[src/rtl/mem_access_unit.sv]
// Purpose: MEM-stage load/store sequencer; word-aligned bus beats with strobes, splits word-crossing accesses.
// Latency: accept->resp 2 cycles single-beat, 3 cycles two-beat (+1 per ack wait cycle), 1 cycle for illegal size.
// Backpressure: req_ready only in IDLE; bus waits on bus_ack with outputs held; no backpressure on resp.
module mem_access_unit #(
    parameter int REG_WIDTH_IN_BYTE = 4,
    parameter int REG_WIDTH_IN_BIT  = REG_WIDTH_IN_BYTE * 8
) (
    input  logic                          clk,
    input  logic                          rst,
    input  logic                          req_valid,
    output logic                          req_ready,
    input  logic                          req_write,
    input  logic [2:0]                    req_funct3,
    input  logic [31:0]                   req_addr,
    input  logic [REG_WIDTH_IN_BIT-1:0]   req_wdata,
    output logic                          resp_valid,
    output logic [REG_WIDTH_IN_BIT-1:0]   resp_rdata,
    output logic [2:0]                    resp_funct3,
    output logic                          resp_error,
    output logic                          bus_req,
    output logic                          bus_we,
    output logic [31:0]                   bus_addr,
    output logic [REG_WIDTH_IN_BYTE-1:0]  bus_wstrb,
    output logic [REG_WIDTH_IN_BIT-1:0]   bus_wdata,
    input  logic                          bus_ack,
    input  logic [REG_WIDTH_IN_BIT-1:0]   bus_rdata
);

    localparam logic [1:0] S_IDLE  = 2'd0;
    localparam logic [1:0] S_BEAT0 = 2'd1;
    localparam logic [1:0] S_BEAT1 = 2'd2;
    localparam logic [1:0] S_RESP  = 2'd3;

    logic [1:0]  state_q;
    logic        write_q;
    logic [2:0]  funct3_q;
    logic [29:0] word_addr_q;
    logic [1:0]  off_q;
    logic [7:0]  smask_q;
    logic [31:0] wdata_q;
    logic [31:0] rdata_q;

    logic [7:0]  req_mask;
    logic [7:0]  req_smask;
    logic        req_illegal;
    logic        accept;
    logic        two_beat;
    logic [4:0]  sh0;
    logic [2:0]  inv_off;
    logic [5:0]  sh1;
    logic [31:0] size_mask;
    logic [31:0] beat0_data;
    logic [31:0] beat1_data;

    assign req_ready   = (state_q == S_IDLE);
    assign resp_valid  = (state_q == S_RESP);
    assign accept      = req_valid && req_ready;
    assign req_illegal = (req_funct3[1:0] == 2'b11);

    // Byte mask of the incoming request, shifted into an 8-byte window spanning two words.
    always_comb begin
        case (req_funct3[1:0])
            2'b00:   req_mask = 8'h01;
            2'b01:   req_mask = 8'h03;
            2'b10:   req_mask = 8'h0F;
            default: req_mask = 8'h00;
        endcase
        req_smask = req_mask << req_addr[1:0];
    end

    // Lane shift amounts and size mask for the registered request; beat1 only exists when off != 0.
    always_comb begin
        two_beat = |smask_q[7:4];
        sh0      = {off_q, 3'b000};
        inv_off  = 3'd4 - {1'b0, off_q};
        sh1      = {inv_off, 3'b000};
        case (funct3_q[1:0])
            2'b00:   size_mask = 32'h0000_00FF;
            2'b01:   size_mask = 32'h0000_FFFF;
            2'b10:   size_mask = 32'hFFFF_FFFF;
            default: size_mask = 32'h0000_0000;
        endcase
        beat0_data = bus_rdata >> sh0;
        beat1_data = rdata_q | (bus_rdata << sh1);
    end

    // Bus outputs decode purely from state and captured fields, so reset drops them at once.
    always_comb begin
        bus_req   = 1'b0;
        bus_we    = 1'b0;
        bus_addr  = '0;
        bus_wstrb = '0;
        bus_wdata = '0;
        if (state_q == S_BEAT0) begin
            bus_req   = 1'b1;
            bus_we    = write_q;
            bus_addr  = {word_addr_q, 2'b00};
            bus_wstrb = smask_q[3:0];
            bus_wdata = wdata_q << sh0;
        end else if (state_q == S_BEAT1) begin
            bus_req   = 1'b1;
            bus_we    = write_q;
            bus_addr  = {word_addr_q + 30'd1, 2'b00};
            bus_wstrb = smask_q[7:4];
            bus_wdata = wdata_q >> sh1;
        end
    end

    // Capture all request fields at accept; later req_* activity is ignored.
    always_ff @(posedge clk or posedge rst) begin
        if (rst) begin
            write_q     <= 1'b0;
            funct3_q    <= 3'b000;
            word_addr_q <= '0;
            off_q       <= 2'b00;
            smask_q     <= 8'h00;
            wdata_q     <= '0;
        end else if (accept) begin
            write_q     <= req_write;
            funct3_q    <= req_funct3;
            word_addr_q <= req_addr[31:2];
            off_q       <= req_addr[1:0];
            smask_q     <= req_smask;
            wdata_q     <= req_wdata;
        end
    end

    // Sequencer: IDLE -> BEAT0 [-> BEAT1] -> RESP, with illegal sizes skipping the bus entirely.
    always_ff @(posedge clk or posedge rst) begin
        if (rst) begin
            state_q <= S_IDLE;
            rdata_q <= '0;
        end else begin
            case (state_q)
                S_IDLE: begin
                    if (accept) begin
                        state_q <= req_illegal ? S_RESP : S_BEAT0;
                    end
                end
                S_BEAT0: begin
                    if (bus_ack) begin
                        rdata_q <= beat0_data;
                        state_q <= two_beat ? S_BEAT1 : S_RESP;
                    end
                end
                S_BEAT1: begin
                    if (bus_ack) begin
                        state_q <= S_RESP;
                    end
                end
                default: state_q <= S_IDLE;
            endcase
        end
    end

    // Response fields update only on entry to RESP and hold until the next one.
    always_ff @(posedge clk or posedge rst) begin
        if (rst) begin
            resp_rdata  <= '0;
            resp_funct3 <= 3'b000;
            resp_error  <= 1'b0;
        end else if (state_q == S_IDLE && accept && req_illegal) begin
            resp_rdata  <= '0;
            resp_funct3 <= req_funct3;
            resp_error  <= 1'b1;
        end else if (state_q == S_BEAT0 && bus_ack && !two_beat) begin
            resp_rdata  <= write_q ? '0 : (beat0_data & size_mask);
            resp_funct3 <= funct3_q;
            resp_error  <= 1'b0;
        end else if (state_q == S_BEAT1 && bus_ack) begin
            resp_rdata  <= write_q ? '0 : (beat1_data & size_mask);
            resp_funct3 <= funct3_q;
            resp_error  <= 1'b0;
        end
    end

endmodule

[config.mk]
export PLATFORM = sky130hd
export DESIGN_NAME = mem_access_unit
export DESIGN_NICKNAME = d
export VERILOG_FILES = /design/src/rtl/mem_access_unit.sv
export SDC_FILE = /design/constraint.sdc
export NUM_CORES = 1
export LEC_CHECK = 0
export ABC_AREA = 1
export BUFFER_PORTS_ARGS = -buffer_cell sky130_fd_sc_hd__buf_2
export CORE_ASPECT_RATIO = 0.75
export CORE_UTILIZATION = 50
export DETAILED_ROUTE_END_ITERATION = 12
export PLACE_DENSITY = 0.82
export SYNTH_ARGS = -nofsm -noshare
export SYNTH_HDL_FRONTEND = slang
export SYNTH_SLANG_ARGS = --single-unit
[constraint.sdc]
create_clock -name clk -period 4.14 [get_ports clk]
set_input_delay 0.207 -clock clk [delete_from_list [all_inputs] [get_ports clk]]
set_output_delay 0.207 -clock clk [all_outputs]
set_load 0.02 [all_outputs]
## After elaboration in Yosys (flattened, before gate mapping)

Cells that the tools add are included.

- Flip-flop bits (word level): 146
- Bits of input ports: 104
- Output and inout bits: 108
- Word-level logic and storage cells: 75

- Add/sub/neg operators: 2
- Equality and inequality tests: 11
- Shifts and indexed selects: 5
- Muxes and demuxes: 29
- Bitwise gates (word level): 3
- Reduce and logical (&&, ||, !) cells: 14

Operators with widths:

| kind | number |
|---|---|
| 32-bit two-way mux | 9 |
| 32-bit one-hot mux with 3 select lines | 1 |
| 32-bit AND | 2 |
| 32-bit bitwise OR | 1 |
| 32-bit by 5-bit left shift with 32-bit output | 1 |
| 32-bit by 6-bit left shift with 32-bit output | 1 |
| 32-bit by 5-bit >> shifter with 32-bit output | 1 |
| 32-bit by 6-bit >> shifter with 32-bit output | 1 |
| 30-bit by 1-bit adder with 30-bit output (second input constant) | 1 |
| 4-bit one-hot mux with 3 select lines | 1 |
| 2-bit == test (second input constant) | 5 |
| 3-bit two-way mux | 3 |
| 1-bit two-way mux | 8 |
| 2-bit two-way mux | 4 |
| 4-bit two-way mux | 2 |
| 8-bit by 2-bit left shift with 8-bit output | 1 |
| 2-bit by 1-bit == test with 1-bit output (second input constant) | 3 |
| 1-bit logical AND | 6 |
| 2-bit logical NOT | 3 |
| 2-bit one-hot mux with 3 select lines | 1 |
| 2-bit != test (second input constant) | 2 |
| 4-bit OR reduction | 1 |
| 3-bit AND reduction | 1 |
| 3-bit nonzero test | 1 |
| other kinds (4) | 4 |

## Longest topological paths before layout

Gate-level depths: netlist of run 1.

- Word-level depth: 8
- Gate-level depth with buffers: 15
- Mapped depth without buffers: 11

## Least setup slack after synthesis of run 1

Ideal clock, no wire load.

- Kind: reg-to-output
- Start point: register off_q[0]
- End point: output port bus_wdata[31]
- Arrival time: 2.388 ns
- Data required time: 3.933 ns
- Setup slack: 1.545 ns
- Stages on the path, launching flop included: 13
- Buffers on the path: 6
- Path through: dfrtp_1 > buf_2 > inv_2 > buf_2 > buf_2 > buf_2 > ha_1 > buf_2 > or2_1 > buf_2 > nor2_4 > nor2_1 > o221ai_1

- Longest elaborated chain between the ends: 4
- Elaborated cells on any way between the ends: 5
- Those cells by class: 1 x add/sub; 2 x shift; 2 x mux

RTL lines:

| item | line | source |
|---|---|---|
| start, declared | 38 | `logic [1:0] off_q;` |
| start signal, assigned | 122 | `off_q <= req_addr[1:0];` |
| 3-bit by 2-bit subtractor with 3-bit output | 75 | `inv_off = 3'd4 - {1'b0, off_q};` |
| 32-bit by 6-bit >> shifter with 32-bit output | 105 | `bus_wdata = wdata_q >> sh1;` |
| 32-bit two-way mux | 100 | `end else if (state_q == S_BEAT1) begin` |
| 32-bit two-way mux (*) | 94 | `if (state_q == S_BEAT0) begin` |
| end, declared | 24 | `output logic [REG_WIDTH_IN_BIT-1:0] bus_wdata,` |

Every way passes the cells marked *; elsewhere a longest branch is shown, timed or not.

## Final worst setup path of run 1

- Start point: register off_q[1]
- End point: output port bus_wdata[30]

Same word-level chain as after synthesis.

==> run metrics, run 1 <==
IO Pins=212; clk slew on worst S/H paths=60 ps; Hold Startpoint=req_funct3[2]; commonest non-fill, non-tap cells in the layout=nand2_1, buf_2, o21ai_0, dfrtp_1, nor2_1; vias=10,290; reg2reg path depth=11; Final Max Slew Viols=0; Syn. warnings=0; root buf cell=clkbuf_16; Final Hold Fails=0; DRT iter0 DRCs=1,308; DPL Wire Length=20.25 mm; register area share after synthesis=39.62%; synthesized area per cell=6.715 µm²; largest area contributor in the netlist=dfrtp_1; top cell type's share of synthesized area=39.62%; final setup fails=0; die area=0.01887 mm²; Starting Density=51.56%; minimum clock period=3260 ps; core area=0.01776 mm²; cells after synthesis=1,364; Top delay family on crit path=flip-flops; Total GRT Usage=32.01%; area grow syn2layout=23.50%; Startpoint Class=flip-flop; Worst path slowest cell=dfrtp_1; WHS Endpoint=funct3_q[2]; Post-synth EDFFs=0; WP data arrival=3050 ps; Design Power=9.578 mW; Routed wire per std cell=16.27 µm; Yosys cell types=40; flops & latches, synth=145; Fillers=1,627; clk_lat worst skew=420 ps; RSZ-0062 raised after global routing=false; Final ANT Viol Nets=0; Max-cap violations=0; initial antenna violation count=2; R2R Path End=resp_rdata[4]; residual DRC count=0; Setup crit end kind=output port; buffers plus inverters on the worst setup path=3; postcts setup bufs=0; CTS Buf Count=17; H-tree Lvls=4; GRT Residual Overflow=0; crit path max fanout=24; FFs w/ async S/R, synth=100.0%; commonest non-fill, non-tap cell in the layout=nand2_1; TritonRoute pass-1 iters=8; LEAKAGE=5.890 nW; Vias per Instance=5.621; critical path, cell by cell=inv_1 -> ha_1 -> buf_4 -> or2_1 -> nor2_4 -> nor2_1 -> o22ai_1 -> buf_2; Register Area=0.003630 mm²; Final nets=1,690; GP Congestion=0.9695; Reg2Reg Setup Slack=1160 ps; ys flop type=dfrtp_1; Critical Path RT=3930 ps; Worst Tran Pin Value=1053 ps; worst vdd ir=0.6461 mV; Worst slew margin=29.77%; first-pass GRT wire length=47.03 mm; Num Clock Sinks=145; Synth area leaders=dfrtp_1, nand2_1, o21ai_0; routed wire length=29.78 mm; largest net degree at the start of global routing=119; share of layout cells above drive strength 1=17.71%; vias in the first global route=9,407; critical path type=reg2out; Syn Std Cell Area=0.009159 mm²; die extent in x=158.3 µm; pwr/cell area=846.8 mW/mm²; Final TNS setup=0 ps; status=finished clean; Die H=119.2 µm; Crit path largest cell delay=760 ps; worst hold stages=3; Clock Tree Buf Depth=2; Setup Skew=8.387 ps; final worst-path cycle share=78.75%; Cell Rows=42; Multi-input gate area=0.004711 mm²; HP Class=in2reg; RR Startpoint=state_q[1]; CTS tree=done; Peak Freq=306.7 MHz; Port Buffers=209
cell usage after synthesis, types with 13 or more instances:
master	n
a21oi_1	47
buf_2	40
clkbuf_1	21
dfrtp_1	145
inv_1	109
nand2_1	485
nand3_1	91
nand4_1	20
nor2_1	115
nor3_1	14
o211ai_1	13
o21ai_0	171
kinds of logic after synthesis:
logic type / Yosys count / synth area share [%]
AO/OA/AOI/OAI: 260 / 15.31
adder cells (fa/ha/maj): 12 / 1.639
buffers and inverters: 191 / 9.016
flip-flops: 145 / 39.62
multiplexers: 1 / 0.1229
other: 1 / 0.04094
AND/OR/NAND/NOR: 754 / 34.25
flip-flops by register name, indices dropped and copies added (netlist names):
signal       flops
rdata_q         32
resp_rdata      32
wdata_q         32
word_addr_q     30
smask_q          7
funct3_q         3
resp_funct3      3
off_q            2
state_q          2
resp_error       1
write_q          1
where the power goes:
group | total, mW | switching, mW | internal, mW | leakage, nW
Combinational | 5.32 | 3.72 | 1.60 | 3.73
Clock | 1.68 | 0.607 | 1.07 | 0.305
Sequential | 2.58 | 0.520 | 2.06 | 1.85
Total | 9.58 | 4.85 | 4.73 | 5.89
stage by stage:
step / utilization, % / hold WS [ps] / instances / worst slack (ps) / instance area [µm²]
4_1_cts: 63.67 / 1.915 / 1829 / 901.8 / 11310
2_1_floorplan: - / 316.6 / 1365 / 38.37 / 9163
3_5_place_dp: 57.58 / 388.3 / 1753 / 1210 / 10230
3_3_place_gp: 57.58 / 385.7 / 1753 / 1318 / 10230
5_1_grt: 63.68 / 9.344 / 1830 / 699.1 / 11310
6_report: 63.68 / 14.40 / 1830 / 879.6 / 11310
metal layers:
layer	up-vias	wire, µm	global-route usage [%]
met2	638	12740	46.93
li1	4833	-	-
met5	-	12	0
met1	4730	13010	45.11
met4	2	868	12.08
met3	83	3145	8.333
worst register-to-register path, delay by kind of cell (launching register included):
| family | cells | cell delay (ps) |
|---|---|---|
| buf+inv | 4 | 1080 |
| flops | 1 | 370 |
| simple gates | 6 | 1240 |
| fa+ha+maj | 1 | 230 |
cell type report:
type / instances / share of cell area, %
inverters: 115 / 3.894
clock inverters: 9 / 1.350
flip-flops and latches: 145 / 32.09
well taps: 242 / 2.677
repair buffers: 266 / 14.00
diodes: 1 / 0.02212
multi-input cells: 1029 / 41.65
clock buffers: 23 / 4.314
worst max path at each step:
| stage | start | endpoint | slack [ps] | cells after the start |
|---|---|---|---|---|
| 2_1_floorplan | rst | funct3_q[0] | 40 | 1 |
| 6_report | off_q[1] | bus_wdata[30] | 880 | 8 |
| 5_1_grt | off_q[1] | bus_wdata[30] | 700 | 8 |
| 3_5_place_dp | state_q[1] | resp_rdata[4] | 1210 | 11 |
| 3_3_place_gp | state_q[0] | smask_q[3] | 1320 | 7 |
| 4_1_cts | off_q[1] | bus_wdata[31] | 900 | 8 |
repair_timing:
item	CTS	global route
resized for setup	0	0
hold endpoints to repair	118	0
hold buffers	44	0
endpoints found under the setup margin	0	0
(Power assumes the default switching activity.)
==> run 2, diff against run 1 <==
--- a/config.mk
+++ b/config.mk
@@ -5,7 +5,7 @@
 export SDC_FILE = /design/constraint.sdc
 export NUM_CORES = 1
 export LEC_CHECK = 0
-export ABC_AREA = 1
+export ABC_AREA = 0
 export BUFFER_PORTS_ARGS = -buffer_cell sky130_fd_sc_hd__buf_2
 export CORE_ASPECT_RATIO = 0.75
 export CORE_UTILIZATION = 50
==> constraint.sdc (replaced) <==
create_clock -name clk -period 2.9 [get_ports clk]
set_input_delay 0.145 -clock clk [delete_from_list [all_inputs] [get_ports clk]]
set_output_delay 0.145 -clock clk [all_outputs]
set_load 0.02 [all_outputs]
==> run 2 against run 1 <==
Compared with the run above:
- core utilization rose by 2.1 points
- cell count shrank 24%
- combinational power grew 58%
- non-clock buffer count increased by 37
- via count shrank 18%
- power rose by 50%
- largest power group unchanged
==> run metrics, run 2 <==
area grow syn2layout=27.86%; Startpoint Class=flip-flop; Area after DPL=0.01040 mm²; CP startpoint=off_q[0]; Final Hold Fails=0; share of layout cells above drive strength 1=34.03%; RR Startpoint=off_q[0]; post-synthesis mux area share=21.90%; Yosys cell types=56; synthesized area per cell=10.24 µm²; initial antenna violation count=2; Post-synth EDFFs=0; top cell type's share of synthesized area=39.85%; Num Clock Sinks=145; Final ANT Viol Nets=0; Register Area=0.003633 mm²; WP data arrival=2630 ps; worst setup path end=bus_wdata[0]; Largest regs=rdata_q (32), resp_rdata (32), wdata_q (32); top-count cell post-synth=dfrtp_1; TritonRoute pass-1 iters=6; clk slew on worst S/H paths=60 ps; routing usage on met3=8.224%; Clock Tree Buf Depth=2; Port Buffers=209; final setup fails=0; Design Area, Final=0.01164 mm²; Worst Tran Pin Value=730.3 ps; Syn. warnings=0; core area=0.01771 mm²; Multi-input gate area=0.005137 mm²; vias in the first global route=8,216; largest family of logic cells by synthesized area=multiplexers; CTS tree=done; Routed wire per std cell=19.54 µm; Setup Skew=7.718 ps; critical path, cell by cell=inv_2 -> ha_2 -> buf_4 -> mux2i_1 -> nand2_1 -> a32o_1 -> buf_2; ys flop type=dfrtp_1; largest area contributor in the netlist=dfrtp_1; final worst slack=124.4 ps; residual DRC count=0; pre-CTS setup slack=210.0 ps; worst vdd ir=0.7222 mV; Synth area leaders=dfrtp_1, mux2_2, mux2i_1; Final nets=1,259; Post-Synth Adder-Cell Area=1.649%; commonest non-fill, non-tap cell in the layout=buf_2; critical path type=reg2out; GRT Residual Overflow=0; IO Pins=212; Fillers=1,346; Post-Synth Simple-Gate Area=11.86%; pwr/cell area=1236 mW/mm²; DPL Wire Length=17.71 mm; Hold Startpoint=bus_rdata[30]; HP Class=in2reg; crit path max fanout=15; H-tree Lvls=4; flops & latches, synth=145; Starting Density=51.41%; commonest non-fill, non-tap cells in the layout=buf_2, dfrtp_1, nand2_1, mux2_2, mux2i_1; Die H=118.9 µm; routed wire length=27.32 mm; Critical Path RT=2760 ps; buffers plus inverters on the worst setup path=3; vias=8,448; XOR/XNOR share of the synthesized area=0.7695%; cells after synthesis=889; register area share after synthesis=39.85%; Setup crit end kind=output port; root buf cell=clkbuf_16; first-pass GRT wire length=43.19 mm; WP depth=7; final worst-path cycle share=95.71%; Final TNS setup=0 ps; Max-cap violations=0; grt met2 use=44.52%; Syn Std Cell Area=0.009105 mm²; Synth top cells by count=dfrtp_1, nand2_1, mux2_2, mux2i_1; FFs w/ async S/R, synth=100.0%; Peak Freq=360.3 MHz; Top delay family on crit path=adder cells; R2R Path End=resp_rdata[23]; RSZ-0062 raised after global routing=false; DRT iter0 DRCs=938; minimum clock period=2776 ps; Reg2Reg Setup Slack=460 ps; Crit path largest cell delay=560 ps; Worst path slowest cell=ha_2; Final Max Slew Viols=0; post-synthesis compound-gate area fraction=19.72%; die extent in x=157.8 µm; largest net degree at the start of global routing=75; Vias per Instance=6.043; global-route layer with the greatest usage=met2; Cell Rows=42; M1 GR Usage=40.96%; Total GRT Usage=29.53%; clk_lat worst skew=420 ps; Worst slew margin=51.21%; LEAKAGE=5.478 nW; CTS Buf Count=17; reg2reg path depth=7; status=finished clean; die area=0.01876 mm²; GP Congestion=0.9039
run 2: cell types whose count changed after synthesis, sizes merged, moves of 82 or more:
| cell | change |
|---|---|
| mux2 | +91 |
| o21ai | -115 |
| nor2 | -106 |
| nand3 | -82 |
| nand2 | -362 |
| inv | -102 |
run 2: metal layers:
layer / wire length, µm / part of all wire, %
met5: 15 / 0.055
met1: 11860 / 43
met2: 12390 / 45
met3: 2386 / 8.7
met4: 667 / 2.4
run 2: worst min-delay path by stage:
stage	slack, ps	depth (start not counted)	endpoint
after floorplan	290	2	rdata_q[24]
after global placement	50	2	rdata_q[11]
after detailed placement	40	2	rdata_q[11]
after CTS	7	3	rdata_q[29]
after global routing	30	3	rdata_q[29]
final	10	3	rdata_q[30]
run 2: what timing repair did:
item,CTS,global route
buffers inserted,0,2
hold endpoints to repair,210,0
gates resized for setup,4,3
endpoints found under the setup margin,28,11
hold buffers,65,0
gates cloned,0,0
pin swaps,0,1
run 2: kinds of logic after synthesis:
group                    after synthesis
AO/OA/AOI/OAI                        248
AND/OR/NAND/NOR                      214
multiplexers                         179
flip-flops                           145
buffers and inverters                 82
adder cells (fa/ha/maj)               12
XOR/XNOR                               8
other                                  1
run 2: cell type report:
cell class                 instances  area share (%)
multi-input combinational        663           44.13
timing repair buffer             303           16.87
antenna                            1         0.02150
clock buffer                      21           3.955
clock inverter                    10          0.7524
sequential                       145           31.21
inverter                          13          0.4514
tap                              242           2.601
run 2: worst register-to-register path: stages, from the launching register on:
cell	delay, ps
dfrtp_4	430
inv_2	40
ha_2	560
buf_4	280
mux2i_1	310
o2bb2ai_1	140
a211o_1	330
a32o_1	240
run 2: power breakdown:
part / internal [mW] / leakage (nW) / switching [mW]
combinational: 3.57 / 3.39 / 4.85
clock: 1.21 / 0.268 / 0.871
sequential: 2.96 / 1.81 / 0.931
total: 7.75 / 5.48 / 6.65
run 2: stage by stage:
| stage | std cells | util [%] | total power [mW] | hold WS [ps] |
|---|---|---|---|---|
| global route | 1398 | 65.73 | 15.24 | 28.94 |
| finish | 1398 | 65.73 | 14.39 | 13.18 |
| global placement | 1299 | 58.71 | 11.86 | 45.19 |
| CTS | 1395 | 65.56 | 14.22 | 7.383 |
| floorplan | 890 | - | 9.719 | 293.9 |
| detailed placement | 1299 | 58.71 | 12.01 | 44.61 |
